==> src/rtl/muldiv_unit.sv <==
`default_nettype none
// ============================================================================
// muldiv_unit : iterative RV32M multiply/divide (shift-add / restoring divide)
// Optional MD_EARLY_OUT_EN: special cases bypass CALC and finish in DONE.
// Revision: 1.0
// ============================================================================
module muldiv_unit #(
  parameter int DWIDTH = 32
) (
  input  logic              Clk,
  input  logic              Reset_N,
  input  logic              MD_Start,
  input  logic [2:0]        MD_OP,
  input  logic [DWIDTH-1:0] MD_In_A,
  input  logic [DWIDTH-1:0] MD_In_B,
  input  logic              MD_Flush,
  output logic              MD_Busy,
  output logic              MD_Valid,
  output logic [DWIDTH-1:0] MD_Out
);

  localparam int            CW     = $clog2(DWIDTH);
  localparam logic [CW-1:0] C_LAST = CW'(DWIDTH - 1);

  typedef enum logic [1:0] {
    S_IDLE = 2'd0,
    S_CALC = 2'd1,
    S_DONE = 2'd2
  } state_e;

  state_e                state_q;
  logic [1:0]            rst_sync_q;
  logic                  rst_n;
  logic                  busy_q, valid_q;
  logic [DWIDTH-1:0]     out_q;
  logic [CW-1:0]         cnt_q;
  logic [2*DWIDTH-1:0]   acc_q;
  logic [DWIDTH-1:0]     a_q, b_q;
  logic [2:0]            op_q;
  logic                  neg_a_q, neg_b_q;

  logic                  in_sgn_a, in_sgn_b, in_neg_a, in_neg_b;
  logic [DWIDTH-1:0]     in_mag_a, in_mag_b;
  logic [DWIDTH:0]       mul_sum, div_shrem;
  logic                  div_ge;
  logic [DWIDTH-1:0]     div_rem;
  logic [2*DWIDTH-1:0]   acc_d, prod_fix;
  logic [DWIDTH-1:0]     quo_fix, rem_fix, result_d;
  logic                  early_d;
  logic [DWIDTH-1:0]     early_res_d;

  // Reset asserts asynchronously and releases synchronously to Clk.
  always_ff @(posedge Clk or negedge Reset_N) begin
    if (!Reset_N) rst_sync_q <= 2'b00;
    else          rst_sync_q <= {rst_sync_q[0], 1'b1};
  end
  assign rst_n = rst_sync_q[1];

  always_comb begin
    in_sgn_a = (MD_OP == 3'b001) || (MD_OP == 3'b010) ||
               (MD_OP == 3'b100) || (MD_OP == 3'b110);
    in_sgn_b = (MD_OP == 3'b001) || (MD_OP == 3'b100) || (MD_OP == 3'b110);
    in_neg_a = in_sgn_a & MD_In_A[DWIDTH-1];
    in_neg_b = in_sgn_b & MD_In_B[DWIDTH-1];
    in_mag_a = in_neg_a ? -MD_In_A : MD_In_A;
    in_mag_b = in_neg_b ? -MD_In_B : MD_In_B;
  end

  // One iteration: multiply keeps the product in acc, multiplier in b_q;
  // divide keeps {remainder, quotient} in acc and shifts dividend bits from a_q.
  always_comb begin
    mul_sum   = {1'b0, acc_q[2*DWIDTH-1:DWIDTH]} + {1'b0, a_q};
    div_shrem = {acc_q[2*DWIDTH-1:DWIDTH], a_q[DWIDTH-1]};
    div_ge    = div_shrem >= {1'b0, b_q};
    div_rem   = div_ge ? DWIDTH'(div_shrem - {1'b0, b_q}) : div_shrem[DWIDTH-1:0];
    if (op_q[2])      acc_d = {div_rem, acc_q[DWIDTH-2:0], div_ge};
    else if (b_q[0])  acc_d = {mul_sum, acc_q[DWIDTH-1:1]};
    else              acc_d = {1'b0, acc_q[2*DWIDTH-1:1]};

    prod_fix = (neg_a_q ^ neg_b_q) ? -acc_d : acc_d;
    quo_fix  = ((neg_a_q ^ neg_b_q) && (b_q != '0)) ? -acc_d[DWIDTH-1:0]
                                                    : acc_d[DWIDTH-1:0];
    rem_fix  = neg_a_q ? -acc_d[2*DWIDTH-1:DWIDTH] : acc_d[2*DWIDTH-1:DWIDTH];
    case (op_q)
      3'b000:                 result_d = prod_fix[DWIDTH-1:0];
      3'b001, 3'b010, 3'b011: result_d = prod_fix[2*DWIDTH-1:DWIDTH];
      3'b100, 3'b101:         result_d = quo_fix;
      default:                result_d = rem_fix;
    endcase
  end

`ifdef MD_EARLY_OUT_EN
  always_comb begin
    early_d     = 1'b0;
    early_res_d = '0;
    if (MD_OP[2] && (MD_In_B == '0)) begin
      early_d     = 1'b1;
      early_res_d = MD_OP[1] ? MD_In_A : '1;
    end else if (MD_OP[2] && in_sgn_a && (MD_In_B == '1) &&
                 (MD_In_A == {1'b1, {(DWIDTH-1){1'b0}}})) begin
      early_d     = 1'b1;
      early_res_d = MD_OP[1] ? '0 : MD_In_A;
    end else if (!MD_OP[2] && ((MD_In_A == '0) || (MD_In_B == '0))) begin
      early_d     = 1'b1;
    end
  end
`else
  assign early_d     = 1'b0;
  assign early_res_d = '0;
`endif

  always_ff @(posedge Clk or negedge rst_n) begin
    if (!rst_n) begin
      state_q <= S_IDLE;
      busy_q  <= 1'b0;
      valid_q <= 1'b0;
      out_q   <= '0;
      cnt_q   <= '0;
      acc_q   <= '0;
      a_q     <= '0;
      b_q     <= '0;
      op_q    <= '0;
      neg_a_q <= 1'b0;
      neg_b_q <= 1'b0;
    end else begin
      case (state_q)
        S_IDLE: begin
          valid_q <= 1'b0;
          if (MD_Start && !MD_Flush) begin
            op_q    <= MD_OP;
            neg_a_q <= in_neg_a;
            neg_b_q <= in_neg_b;
            a_q     <= in_mag_a;
            b_q     <= in_mag_b;
            acc_q   <= '0;
            cnt_q   <= '0;
            busy_q  <= 1'b1;
            if (early_d) begin
              state_q <= S_DONE;
              valid_q <= 1'b1;
              out_q   <= early_res_d;
            end else begin
              state_q <= S_CALC;
            end
          end
        end
        S_CALC: begin
          if (MD_Flush) begin
            state_q <= S_IDLE;
            busy_q  <= 1'b0;
          end else begin
            acc_q <= acc_d;
            cnt_q <= cnt_q + CW'(1);
            if (op_q[2]) a_q <= {a_q[DWIDTH-2:0], 1'b0};
            else         b_q <= {1'b0, b_q[DWIDTH-1:1]};
            if (cnt_q == C_LAST) begin
              state_q <= S_DONE;
              valid_q <= 1'b1;
              out_q   <= result_d;
            end
          end
        end
        default: begin
          state_q <= S_IDLE;
          busy_q  <= 1'b0;
          valid_q <= 1'b0;
        end
      endcase
    end
  end

  assign MD_Busy  = busy_q;
  assign MD_Valid = valid_q;
  assign MD_Out   = out_q;

endmodule
`default_nettype wire

==> config.mk <==
export PLATFORM = sky130hd
export DESIGN_NAME = muldiv_unit
export DESIGN_NICKNAME = d
export VERILOG_FILES = /design/src/rtl/muldiv_unit.sv
export SDC_FILE = /design/constraint.sdc
export NUM_CORES = 1
export LEC_CHECK = 0
export ABC_CLOCK_PERIOD_IN_PS = 5320
export BUFFER_PORTS_ARGS = -buffer_cell sky130_fd_sc_hd__buf_2
export CAP_MARGIN = 5
export CORE_UTILIZATION = 40
export DETAILED_ROUTE_END_ITERATION = 10
export GPL_TIMING_DRIVEN = 0
export SLEW_MARGIN = 20
export SYNTH_ARGS = -nofsm -noshare
export SYNTH_HDL_FRONTEND = slang
export SYNTH_SLANG_ARGS = --single-unit
==> constraint.sdc <==
create_clock -name Clk -period 5.32 [get_ports Clk]
set_input_delay 0.532 -clock Clk [delete_from_list [all_inputs] [get_ports Clk]]
set_output_delay 0.532 -clock Clk [all_outputs]
set_load 0.01 [all_outputs]
# Word level (Yosys, flattened, before mapping)
# Index checks and enable logic that the tools add are counted.
[op_classes]
addsub = 8
magnitude_cmp = 1
n_eq_ne = 18
muxes = 33
bitwise = 4
n_reduce_logical = 22
[op_table]
columns = ["op", "n"]
rows = [
  ["32-bit 2-to-1 mux", 11],
  ["64-bit 2-to-1 mux", 5],
  ["32-bit negation", 4],
  ["32-bit case mux with 2 select lines", 2],
  ["64-bit case mux with 2 select lines", 1],
  ["32-bit case mux with 3 select lines", 1],
  ["64-bit negation", 1],
  ["32-bit by 32-bit adder with 33-bit output", 1],
  ["33-bit by 32-bit >= comparator with 1-bit output", 1],
  ["32-bit nonzero test", 1],
  ["32-bit subtractor", 1],
  ["3-bit == test (second input constant)", 4],
  ["2-bit inequality test (second input constant)", 6],
  ["5-bit 2-to-1 mux", 2],
  ["5-bit case mux with 2 select lines", 1],
  ["3-bit by 2-bit == test with 1-bit output (second input constant)", 3],
  ["2-bit AND reduction", 4],
  ["4-bit AND reduction", 2],
  ["3-bit by 1-bit == test with 1-bit output (second input constant)", 2],
  ["2-bit 2-to-1 mux", 3],
  ["3-bit AND reduction", 2],
  ["5-bit by 1-bit adder with 5-bit output (second input constant)", 1],
  ["5-bit == test (second input constant)", 1],
  ["1-bit logical OR", 5],
  ["other kinds (15)", 21],
]
[totals]
register_bits = 176
in_bits = 71
output_inout_bits = 34
wordCells = 98

# Longest topological paths before layout
[depth]
depth_word = 8
mapped_depth = 22
mapped_depth_nobuf = 20

# Least setup slack after synthesis
# No wires, ideal clock.
[synth_timing]
kind = "register to register"
from = "register acc_q[43]"
to = "register out_q[24], in the netlist MD_Out[24]"
setup_time_ns = 0.127
arrival_ns = 4.504
t_required_ns = 5.193
path_slack_ns = 0.689
path_stages_with_launch = 22
path_buffers = 2
period_less_slack_ns = 4.631
path_cell_list = "dfrtp_1 > ha_1 > buf_4 > a21oi_2 > o211ai_1 > a221o_2 > o21ai_2 > nand2_1 > a311oi_1 > inv_1 > ha_1 > nand2_1 > nor3_1 > and3_1 > o32ai_2 > and4b_1 > nand4_1 > buf_2 > o31ai_1 > xnor2_1 > a221oi_1 > nor2_1"
[synth_via]
elab_chain_len = 6
elab_cells_between_ends = 13
classes_between = "add/sub (5); order compare (1); mux (7)"
[synth_lines]
columns = ["item", "line", "rtl"]
rows = [
  ["from (decl)", "37", "logic [2*DWIDTH-1:0] acc_q;"],
  ["from (signal assigned)", "119", "acc_q <= '0;"],
  ["from (signal assigned)", "135", "acc_q <= '0;"],
  ["from (signal assigned)", "152", "acc_q <= acc_d;"],
  ["32-bit by 32-bit adder with 33-bit output (tied with other cells)", "72", "mul_sum = {1'b0, acc_q[2*DWIDTH-1:DWIDTH]} + {1'b0, a_q};"],
  ["64-bit 2-to-1 mux / 32-bit 2-to-1 mux (equally long branches)", "77, 75", ""],
  ["64-bit 2-to-1 mux (*)", "76", "if (op_q[2]) acc_d = {div_rem, acc_q[DWIDTH-2:0], div_ge};"],
  ["64-bit negation / 32-bit negation (equally long branches)", "80, 83", ""],
  ["64-bit 2-to-1 mux / 32-bit 2-to-1 mux (equally long branches)", "80, 83", ""],
  ["32-bit case mux with 3 select lines (*)", "84", "case (op_q)"],
  ["to (signal assigned)", "141", "out_q <= early_res_d;"],
  ["to (signal assigned)", "159", "out_q <= result_d;"],
  ["to (decl)", "35", "logic [DWIDTH-1:0] out_q;"],
]
# Mark *: on every way between the ends. The rest lies on a longest branch, timed or not.
# A chain may end at the register's enable or synchronous reset.

# Final worst setup path
[layout_timing]
from = "register op_q[2]"
to = "register out_q[7], in the netlist MD_Out[7]"
[layout_via]
elab_chain_len = 4
elab_cells_between_ends = 16
classes_between = "add/sub (3); eq/ne (5); mux (5); reduce/logical (3)"
[layout_lines]
columns = ["item", "line", "rtl"]
rows = [
  ["from (decl)", "39", "logic [2:0] op_q;"],
  ["from (signal assigned)", "122", "op_q <= '0;"],
  ["from (signal assigned)", "130", "op_q <= MD_OP;"],
  ["64-bit 2-to-1 mux", "76", ""],
  ["64-bit negation (tied with other cells)", "80", "prod_fix = (neg_a_q ^ neg_b_q) ? -acc_d : acc_d;"],
  ["64-bit 2-to-1 mux (tied with other cells)", "80", ""],
  ["32-bit case mux with 3 select lines (*)", "84", ""],
]
# Marked as above.

==> flow_summary.ini <==
[sta]
slew_violations = 0
worst_clock_skew_ns = 0.0213
setup_viol = 1
tns_ns = -0.0536
fin_crit_ns = 5.37
period_share_pct = 101
final_hold_viol_count = 0
setup_ws_ns = -0.0536
slew_headroom_pct = 27.5
fmaxAchievable_mhz = 186
fin_hold_ws_ns = 0.230
rsz0062_at_grt = yes
worst_pin_slew_ns = 1.08

[cells_and_area]
area_growth_pct = 14.3
drive_above_1_share_pct = 13.3
design_area_sq_mm = 0.0199
fin_nets = 2608

[route]
drt-initial-drc-count = 2167
drtAntennaViolNets = 0
drt-total-wl_microns = 78300
firstDrtPassIters = 6
wl_per_cell_microns = 25.5
drc = 0
vias = 19600
viasPerCell = 6.40

[power_and_ir_drop]
clockPowerShare_pct = 13.3
p_seq_share_pct = 19.5
pwr-share-comb_pct = 67.2
p_leak_nw = 8.13
peakVddDrop_mv = 0.199
p_sw_mw = 5.64
power_density_mw_per_mm2 = 508
intPower_mw = 4.51
swShare_pct = 55.6

[synth]
synth_top_cells_by_area = dfrtp_1, o21ai_0, a21oi_1
synth_top_area_cell = dfrtp_1
synth_edf_count = 0
synth_nets = 2457
avgSynthCellArea_sq_um = 7.54
ys_ff_latch = 176
synth_cell_types = 100
syn_area_sq_mm = 0.0174
synth_warnings = 0
async_flop_share_pct = 100
syn_inst = 2314
yosys.area.top_type_share_pct = 25.2
seq_area_frac_synth_pct = 25.2
synth-main-ff-cell = dfrtp_1

[floorplan]
die_area_sq_mm = 0.0445
die_y_microns = 211
io_pins = 105
coreArea_sq_mm = 0.0431
row_count = 76
start_util_pct = 40.5
die_w_microns = 211

[global_routing]
grt_pass1_vias = 18300
grt_util_all_layers_pct = 35.3
antenna_found_initial = 1
grt_max_degree = 54
grt_pass1_wl_microns = 117000
grt_overflow = 0

[critical_path]
worstPathBufferInverterCount = 5
worst_path_max_delay_cell = clkbuf_1
slowest_delay_ns = 0.73
crit_chain = inv_1, clkbuf_1, clkbuf_1, clkbuf_2, clkbuf_1, o311ai_0, o21ai_0, nand3_1, o21ai_0, xor2_1, a221oi_1, o21ai_0
critPathKind = reg2reg
end_kind = flip-flop
startpoint_type = flip-flop
path_delay_family = buffers and inverters
crit_arrival_ns = 5.75
cp.required_ns = 5.69
crit_path_max_fanout = 10

[cts]
cts_tree = done
htree_levels = 4
cts-root-buf = clkbuf_16
cts_max_path_buffers = 2
clk_latency_ns = 0.52
clkSinkCount = 176
cts_buffers = 17
clkTransAtPathRegs_ns = 0.09

[outcome]
violations = negative setup slack
status = complete, but fails checks

[placement]
routabilityCongestion = 1.02
placement.cell_area_sq_mm = 0.0188
hpwlAfterDp_microns = 61100
port_buffers = 103

[job]
cap_violations = 0

[min_path]
hold_class = reg2async
-- worst paths after layout --
| kind | startpoint | end | slack [ns] | cells past startpoint |
|---|---|---|---|---|
| worst max-delay path | op_q[2] | MD_Out[7] | -0.05 | 12 |
| worst min-delay path | rst_sync_q[1] | MD_Out[26] | 0.23 | 0 |
| worst max register to register | op_q[2] | MD_Out[7] | -0.05 | 12 |
| worst min register to register | rst_sync_q[1] | MD_Out[26] | 0.23 | 0 |
| max in group asynchronous | rst_sync_q[1] | b_q[4] | 4.09 | 2 |
| min in group Clk | MD_OP[1] | op_q[1] | 0.31 | 3 |
-- cell usage after synthesis (all sizes together) (44+ instances only) --
master    n
a21oi   214
buf      44
clkbuf  113
dfrtp   176
ha       70
inv      65
mux2i    46
nand2   283
nand3    50
nor2    168
nor3     66
o21ai   262
xnor2    78
xor2     83
-- cell usage in the layout, fill, tap and decap left out, drive strengths merged, types with 46 or more instances in the layout --
| cell type | netlist | final |
|---|---|---|
| buf | 44 | 170 |
| nand3 | 50 | 50 |
| o21ai | 262 | 262 |
| dfrtp | 176 | 176 |
| nor2 | 168 | 168 |
| nor3 | 66 | 66 |
| ha | 70 | 70 |
| a21oi | 214 | 214 |
| xnor2 | 78 | 78 |
| xor2 | 83 | 83 |
| inv | 65 | 72 |
| mux2i | 46 | 46 |
| nand2 | 283 | 283 |
| clkbuf | 113 | 134 |
-- registers in the layout, summed over array words and instances, names as in the netlist --
| signal | flops |
|---|---|
| MD_Busy | 1 |
| MD_Out | 32 |
| MD_Valid | 1 |
| a_q | 32 |
| acc_q | 64 |
| b_q | 32 |
| cnt_q | 5 |
| neg_a_q | 1 |
| neg_b_q | 1 |
| op_q | 3 |
| rst_sync_q | 2 |
| state_q | 2 |
-- power groups by stage --
| stage | registers, mW | logic, mW | clock network (mW) |
|---|---|---|---|
| 5_1_grt | 1.99 | 7.28 | 1.40 |
| 2_1_floorplan | 1.79 | 4.34 | 0 |
| 3_3_place_gp | 2.02 | 6.12 | 0 |
| 6_report | 1.98 | 6.82 | 1.34 |
| 4_1_cts | 1.96 | 6.37 | 1.37 |
| 3_5_place_dp | 2.00 | 6.20 | 0 |
-- per-layer routing --
layer	vias up	routed length [microns]	track usage [%]
li1	8911	-	-
met1	9612	35000	50.0
met2	932	32800	51.1
met3	153	7490	8.13
met4	0	2960	14.5
met5	-	0	0
-- metrics by stage --
step	power, mW	std cells	setup slack [ns]	util, %
final	10.1	3064	-0.0536	46.3
after global placement	8.14	3002	-2.30	43.4
after CTS	9.70	3052	-0.0123	45.6
after detailed placement	8.20	3008	-1.37	43.7
after global routing	10.7	3063	-0.0561	46.3
after floorplan	6.13	2314	0.0527	-
-- layout make-up --
class	count	area (sq um)
Sequential cell	176	4420
Buffer	157	706
Tap cell	585	732
Timing Repair Buffer	132	806
Fill cell	4447	23100
Antenna cell	1	2.50
Multi-Input combinational cell	1915	12400
Inverter	66	248
Clock buffer	17	425
Clock inverter	15	174
-- logic make-up after synthesis --
| group | count (synthesis) | share of synthesized area (%) |
|---|---|---|
| AOI/OAI and AO/OA | 838 | 31.0 |
| buffers and inverters | 223 | 5.24 |
| adders and majority gates | 72 | 5.25 |
| DFF | 176 | 25.2 |
| and+or+nand+nor | 784 | 21.7 |
| muxes | 59 | 3.48 |
| xor gates and xnor gates | 161 | 8.08 |
| other | 1 | 0.0215 |
-- repair_timing --
| item | CTS | global route |
|---|---|---|
| endpoints found under the hold margin | 2 | 0 |
| gates resized for setup | 44 | 62 |
| cloned | 0 | 0 |
| endpoints found under the setup margin | 44 | 23 |
| hold buffers | 1 | 0 |
| setup buffers | 11 | 11 |
| pin swaps | 12 | 13 |
Note: power is estimated with default switching activity, not from simulation.
